<file path="src/rtl/td4_prog_loader.sv">
// td4_prog_loader: write side of the TD4 16x8 program memory.
// Fills the program store from a valid/ready byte stream, serves the CPU
// fetch port as an asynchronous-read memory and holds the CPU in reset
// while a program is being loaded.
// Optional build macro: LOADER_CHKSUM_EN -- each load carries a trailing
// checksum byte; a bad sum parks the loader in an error state.
module td4_prog_loader #(
   parameter int unsigned ADDR_W = 4,
   parameter int unsigned DATA_W = 8
) (
   input  logic              clk_i,
   input  logic              clr_n_i,
   input  logic              load_req_i,
   input  logic              run_req_i,
   input  logic [DATA_W-1:0] in_data_i,
   input  logic              in_valid_i,
   output logic              in_ready_o,
   input  logic [ADDR_W-1:0] cpu_addr_i,
   output logic [DATA_W-1:0] cpu_data_o,
   output logic              cpu_clr_n_o,
   output logic [ADDR_W-1:0] wptr_o,
   output logic              loaded_o,
   output logic              err_o
);

   localparam int unsigned DEPTH = 2 ** ADDR_W;
   localparam logic [ADDR_W-1:0] WPTR_LAST = ADDR_W'(DEPTH - 1);

   typedef enum logic [1:0] {
      S_IDLE  = 2'd0,
      S_LOAD  = 2'd1,
      S_RUN   = 2'd2,
      S_ERROR = 2'd3
   } state_e;

   state_e              state_q;
   logic [DATA_W-1:0]   mem_q [DEPTH];
   logic [ADDR_W-1:0]   wptr_q;
   logic                in_ready_q;
   logic                cpu_clr_n_q;
   logic                loaded_q;
   logic                hs;

`ifdef LOADER_CHKSUM_EN
   logic [DATA_W-1:0]   sum_q;
   logic [DATA_W-1:0]   sum_total;
   logic                chk_phase_q;
   logic                err_q;

   // Running sum including the byte on the bus; zero means a good checksum.
   assign sum_total = sum_q + in_data_i;
`endif

   // A byte is taken only when the loader advertised ready this cycle.
   assign hs = in_valid_i & in_ready_q;

   // Loader FSM, program store and all registered outputs.
   always_ff @(posedge clk_i or negedge clr_n_i) begin
      if (!clr_n_i) begin
         state_q     <= S_IDLE;
         wptr_q      <= '0;
         in_ready_q  <= 1'b0;
         cpu_clr_n_q <= 1'b0;
         loaded_q    <= 1'b0;
         for (int unsigned i = 0; i < DEPTH; i++) begin
            mem_q[i] <= '0;
         end
`ifdef LOADER_CHKSUM_EN
         sum_q       <= '0;
         chk_phase_q <= 1'b0;
         err_q       <= 1'b0;
`endif
      end else begin
         loaded_q <= 1'b0;
         if (load_req_i) begin
            // Load request wins from every state; a byte offered now is dropped.
            state_q     <= S_LOAD;
            wptr_q      <= '0;
            in_ready_q  <= 1'b1;
            cpu_clr_n_q <= 1'b0;
`ifdef LOADER_CHKSUM_EN
            sum_q       <= '0;
            chk_phase_q <= 1'b0;
            err_q       <= 1'b0;
`endif
         end else begin
            case (state_q)
               S_IDLE: begin
                  cpu_clr_n_q <= 1'b0;
                  in_ready_q  <= 1'b0;
                  if (run_req_i) begin
                     state_q <= S_RUN;
                  end
               end
               S_LOAD: begin
                  cpu_clr_n_q <= 1'b0;
                  if (hs) begin
`ifdef LOADER_CHKSUM_EN
                     if (!chk_phase_q) begin
                        mem_q[wptr_q] <= in_data_i;
                        sum_q         <= sum_total;
                        wptr_q        <= wptr_q + ADDR_W'(1);
                        if (wptr_q == WPTR_LAST) begin
                           chk_phase_q <= 1'b1;
                        end
                     end else begin
                        // Checksum byte: verified, never stored.
                        chk_phase_q <= 1'b0;
                        in_ready_q  <= 1'b0;
                        if (sum_total == '0) begin
                           state_q  <= S_RUN;
                           loaded_q <= 1'b1;
                        end else begin
                           state_q <= S_ERROR;
                           err_q   <= 1'b1;
                        end
                     end
`else
                     mem_q[wptr_q] <= in_data_i;
                     wptr_q        <= wptr_q + ADDR_W'(1);
                     if (wptr_q == WPTR_LAST) begin
                        state_q    <= S_RUN;
                        loaded_q   <= 1'b1;
                        in_ready_q <= 1'b0;
                     end
`endif
                  end
               end
               S_RUN: begin
                  // Release is one cycle after entering RUN.
                  cpu_clr_n_q <= 1'b1;
                  in_ready_q  <= 1'b0;
               end
`ifdef LOADER_CHKSUM_EN
               S_ERROR: begin
                  cpu_clr_n_q <= 1'b0;
                  in_ready_q  <= 1'b0;
               end
`endif
               default: begin
                  state_q     <= S_IDLE;
                  cpu_clr_n_q <= 1'b0;
                  in_ready_q  <= 1'b0;
               end
            endcase
         end
      end
   end

   // Fetch port: zero-latency read, old data on same-address write.
   assign cpu_data_o  = mem_q[cpu_addr_i];
   assign in_ready_o  = in_ready_q;
   assign cpu_clr_n_o = cpu_clr_n_q;
   assign wptr_o      = wptr_q;
   assign loaded_o    = loaded_q;
`ifdef LOADER_CHKSUM_EN
   assign err_o       = err_q;
`else
   assign err_o       = 1'b0;
`endif

endmodule

</file>
<file path="config.mk">
export PLATFORM = sky130hd
export DESIGN_NAME = td4_prog_loader
export DESIGN_NICKNAME = d
export VERILOG_FILES = /design/src/rtl/td4_prog_loader.sv
export SDC_FILE = /design/constraint.sdc
export NUM_CORES = 1
export LEC_CHECK = 0
export ABC_CLOCK_PERIOD_IN_PS = 2720
export CAP_MARGIN = 5
export CORE_MARGIN = 4
export CORE_UTILIZATION = 60
export DETAILED_ROUTE_END_ITERATION = 7
export PLACE_DENSITY = 0.8
export SETUP_SLACK_MARGIN = 0.3
export SLEW_MARGIN = 20
export SYNTH_ARGS = -nofsm -noshare
export SYNTH_HDL_FRONTEND = slang
export SYNTH_SLANG_ARGS = --single-unit
</file>
<file path="constraint.sdc">
create_clock -name clk_i -period 2.72 [get_ports clk_i]
set_input_delay 0.544 -clock clk_i [delete_from_list [all_inputs] [get_ports clk_i]]
set_output_delay 0.544 -clock clk_i [all_outputs]
set_load 0.05 [all_outputs]
</file>
# == Word-level counts from Yosys, hierarchy flattened ==
# Index checks and enable logic that the tools add are counted.
# totals
reg_bits,137
in_bits,17
out_inout_bits,16
# op_classes
n_addsub,1
order_cmp,3
n_eq_ne,7
n_mux,24
bitwise_logic,4
reduce_logical,8
# op_table
cell,n
$bwmux W128,1
$bmux W8 S4,1
$demux W8 S4,1
$mux W8,3
$mux W4,3
$ge A5 B5 Y1 const B,2
$mux W1,10
$not A4 Y5,2
$ne A3 B3 Y1 const B,3
$mux W2,4
$pmux W2 S3,1
$lt A5 B1 Y1 const B,1
$add A4 B1 Y4 const B,1
$eq A4 B4 Y1 const B,1
$reduce_and A2 Y1,2
$reduce_and A4 Y1,1
$reduce_bool A2 Y1,2
$reduce_and A3 Y1,1
$eq A2 B1 Y1 const B,1
$eq A2 B2 Y1 const B,1
$logic_not A2 Y1,1
$ne A2 B2 Y1 const B,1
$and A1 B1 Y1,1
$logic_and A1 B1 Y1,1
$not A1 Y1,1

# == Logic depth before layout (Yosys ltp) ==
# Gate-level depths: netlist (run 1).
# logic_depth
depth_word,6
depth_mapped,6
ltp_nobuf,5

# == Worst setup path before layout (run 1) ==
# Ideal clock, no wire load.
# synth_path
kind,input to output
from,input port cpu_addr_i[0]
to,output port cpu_data_o[0]
arrival_time_ns,2.077
setup_slack_ns,0.099
path_stages,5
path_buffers,2
cell_sequence,clkbuf_1 buf_2 mux4_2 a22oi_1 nand2_1
# synth_via
elab_chain_cells,4
# synth_rtl
item,line_no,source
"start, declared",18,"input logic [ADDR_W-1:0] cpu_addr_i,"
$not A4 Y5 (implied by the code),151,assign cpu_data_o = mem_q[cpu_addr_i];
$bmux W8 S4,151,
$mux W8 (implied by the code) (2 in a row),151,
"end, declared",19,"output logic [DATA_W-1:0] cpu_data_o,"
# Every way passes these cells. The select of a mux whose other input is x is not followed.

# == Worst setup path in the final report (run 1) ==
# layout_path
from,register mem_q[43] (netlist bit)
to,output port cpu_data_o[3]
# layout_via
elab_chain_cells,3
# layout_rtl
item,line_no,source
"start, declared",37,logic [DATA_W-1:0] mem_q [DEPTH];
"start signal, assigned by index",119,mem_q[wptr_q] <= in_data_i;
$bmux W8 S4,151,
$mux W8 (implied by the code) (2 in a row),151,
# Every way passes these cells. The select of a mux whose other input is x is not followed.

==> results of run 1 <==
-- Yosys cell counts (all sizes together), types with 2 or more instances --
cell / count / area (sq um)
dfrtp: 137 / 3428
mux2: 128 / 1441
mux4: 32 / 720.7
a22oi: 16 / 120.1
buf: 15 / 86.33
clkbuf: 14 / 52.55
nand2: 10 / 37.54
nor2: 6 / 22.52
nor4: 6 / 127.6
ha: 4 / 50.05
inv: 4 / 15.01
nor3: 4 / 65.06
nand2b: 3 / 18.77
nand3: 3 / 15.01
nor2b: 3 / 18.77
nor4b: 3 / 71.32
o21ai: 3 / 15.01
a21oi: 2 / 10.01
or3: 2 / 12.51
or4b: 2 / 20.02
-- final cells by class --
type,count,area share (%)
clock buffers,20,5.711
multi-input cells,238,37.25
clock inverters,11,2.730
well taps,136,2.134
flip-flops and latches,137,42.99
repair buffers,67,9.005
inverters,4,0.1883
-- layout by cell type, fill, tap and decap left out, types with 4 or more instances in the layout --
master | Yosys | routed
a22oi_2 | 0 | 16
clkdlybuf4s50_1 | 0 | 15
mux2_2 | 126 | 126
bufinv_16 | 0 | 6
buf_4 | 3 | 28
clkbuf_8 | 0 | 4
ha_1 | 4 | 4
inv_1 | 4 | 4
nor3_4 | 4 | 4
buf_6 | 1 | 9
nor2_1 | 6 | 5
clkbuf_16 | 0 | 16
nand2_2 | 0 | 8
buf_12 | 0 | 5
dfrtp_1 | 137 | 137
mux4_2 | 32 | 32
dlygate4sd2_1 | 0 | 4
nor4_4 | 6 | 6
-- power by group through the flow --
stage,Combinational (uW),Sequential (uW),Clock [uW]
4_1_cts,645,2300,2630
3_3_place_gp,584,2320,0
2_1_floorplan,414,2310,0
5_1_grt,712,2320,2750
6_report,664,2300,2610
3_5_place_dp,607,2340,0
-- through the flow --
stage               worst slack, ps  std cells  instance area (sq um)  TNS [ps]
CTS                           281.6        611                   7908         0
global route                  249.5        613                   7975         0
global placement             -133.7        576                   7051    -995.6
finish                        301.8        613                   7975         0
detailed placement           -127.4        576                   7051    -935.8
floorplan                     354.9        408                   6477         0
-- logic make-up (layout without fill, tap and decap cells) --
group                    count (synthesis)  after routing  share of synthesized area [%]
adder cells (fa/ha/maj)                  4              4                         0.7775
AO/OA/AOI/OAI                           23             23                          2.527
other                                    1              1                        0.05825
buffers and inverters                   33            102                          2.391
XOR/XNOR                                 1              1                         0.1361
flip-flops                             137            137                          53.26
AND/OR/NAND/NOR                         48             48                          7.114
multiplexers                           161            161                          33.74
-- layer usage --
layer  GRT usage, %  part of all wire (%)  vias to the layer above
li1               -                     -                     1646
met1          33.28                    41                     2116
met2          46.00                    53                      112
met3          7.663                   4.7                       27
met4          9.165                   1.9                        0
met5              0                     0                        -
-- worst min-delay path by stage --
stage	startpoint	endpoint	cells after the start
final	clr_n_i	mem_q[56]$_DFFE_PN0P_	1
after global routing	clr_n_i	mem_q[56]$_DFFE_PN0P_	1
after CTS	clr_n_i	mem_q[50]$_DFFE_PN0P_	1
after detailed placement	mem_q[47]$_DFFE_PN0P_	mem_q[47]$_DFFE_PN0P_	1
after global placement	mem_q[47]$_DFFE_PN0P_	mem_q[47]$_DFFE_PN0P_	1
after floorplan	clr_n_i	cpu_clr_n_o$_DFF_PN0_	0
-- critical path: stages (launching register included) --
cell and delay [ps]:
dfrtp_1 380, mux4_2 470, a22oi_2 260, nand2_2 70, buf_6 160
-- flip-flops by register name, indices dropped and copies added (netlist names) --
name / flops
state_q: 2
wptr_o: 4
mem_q: 128
loaded_o: 1
cpu_clr_n_o: 1
in_ready_o: 1
-- repair_timing --
| item | CTS | global route |
|---|---|---|
| cloned | 3 | 0 |
| setup buffers | 1 | 2 |
| setup endpoints to repair | 10 | 9 |
| pin swaps | 2 | 13 |
| resized for setup | 29 | 13 |
==> summary.txt, run 1 <==
Floorplanning
  • Initial core utilization: just over 60%
  • Io pins: 33
  • Die area: about 0.012 sq mm
  • Die Ht: 111.6 microns
  • Die X-Extent: approximately 110 microns
  • Core ar.: about 0.010 sq mm
  • Number of cell rows: 37

Yosys
  • Syn nets: ~430
  • Seq cells post-synth: roughly 140
  • Synth unique cells: 35
  • Mapped cell area: around 0.0064 sq mm
  • Async S/R FF share, synth: 100.0%
  • Number of flops mapped to enable cells by yosys: 0
  • Mapped Cells: between 400 and 500
  • Primary FF master, synth: dfrtp_1
  • Yosys warning total: 0
  • Sequential fraction of the synthesis area: a little over half
  • Mean post-synth cell area: between 15 and 20 sq um

Finish
  • Area of the multi-input gates: 0.002970 sq mm
  • Fin nets: around 490
  • Synth-to-Final Area Change: 23.89%
  • Reg area: ~0.0034 sq mm
  • Diodes inserted: 0
  • Layout Utilization: 76.91%
  • Share of cells above drive strength 1: between 50 and 60%
  • Layout fillers: a little under 600

Detailed routing
  • Remaining antenna violation count after routing: 0
  • Total Wirelength: between 15 and 20 mm
  • Vias per cell: approximately 6.4
  • First-pass iteration count of the detailed router: 6
  • DR WL/cell: around 25 microns
  • # DRC: 0
  • DR vias: about 3900
  • Drt initial violations: ~270

Setup path
  • Setup crit end: cpu_data_o[3]
  • WP data arrival: about 1900 ps
  • CP Launch Type: flop
  • RR Startpoint: wptr_o[0]$_DFFE_PN0P_
  • CP Max Fanout: 2
  • Flop-to-flop setup slack: about 660 ps
  • WP data required: about 2200 ps
  • Reg2Reg Depth: 6
  • Critical path type: reg -> out
  • FF-to-FF End: mem_q[105]$_DFFE_PN0P_
  • Critical Path Sink Type: output pin
  • CP Launch Point: mem_q[43]$_DFFE_PN0P_

Hold path
  • Min-Delay Path Class: in -> async

Power
  • Maximum VDD drop: roughly 0.64 mV
  • PD cells: 699.4 mW/mm^2
  • Clock power frac: between 40% and 50%
  • Sequential power share: 41.3%
  • Overall power: 5578 uW
  • Lkg Pwr: about 0.0037 uW
  • Power Internal: ~4300 uW
  • Combinational fraction of design power: between 10% and 20%
  • Switching share of power: between 20% and 30%
  • NetSw: 1286 uW

STA
  • Max-slew violation count: 0
  • Max-slew headroom: 57.22%
  • Min Clock Period, post-route: 2418 ps
  • Final Cycle Share: between 80% and 90%
  • Max Fclk: about 410 MHz
  • Worst slew pin tran: 641.7 ps
  • Final hold violations: 0
  • RSZ-0062 raised after global routing: true
  • Worst Skew: 7.486 ps
  • Hold Slack: just under 20 ps
  • Setup violations, final: 0

Global routing
  • Number of global-route vias before repair: 4330
  • First-pass GRT wire length: between 20 and 25 mm
  • Largest net degree at the start of global routing: a little over 70
  • Gr usage total: 26.97%
  • Grt ovf: 0
  • Initial antenna violation count: 0

Clock tree
  • Hold Buf Count CTS: 0
  • TritonCTS Buffers: 17
  • CTS tree: built
  • Clk sinks: approximately 140
  • Worst skew pair latency: about 520 ps
  • CTS Buffer Depth: 2
  • Clock transition at the registers of the reported paths: approximately 60 ps
  • Clk root buf: clkbuf_8
  • # H-tree levels: 4

Placed design
  • Gpl congestion: around 0.74
  • Post-detail-place hpwl: around 9.2 mm
  • PortBufs: 31

Flow run
  • Max capacitance violation total: 0

Run status
  • Status: complete, no violations
Power figures use the tool's default switching activity.
==> run 2: changes to the inputs <==
--- a/config.mk
+++ b/config.mk
@@ -5,7 +5,6 @@
 export SDC_FILE = /design/constraint.sdc
 export NUM_CORES = 1
 export LEC_CHECK = 0
-export ABC_CLOCK_PERIOD_IN_PS = 2720
 export CAP_MARGIN = 5
 export CORE_MARGIN = 4
 export CORE_UTILIZATION = 60
==> results of run 2 <==
No change in the layout: final DEF, timing and power equal those of run 1.
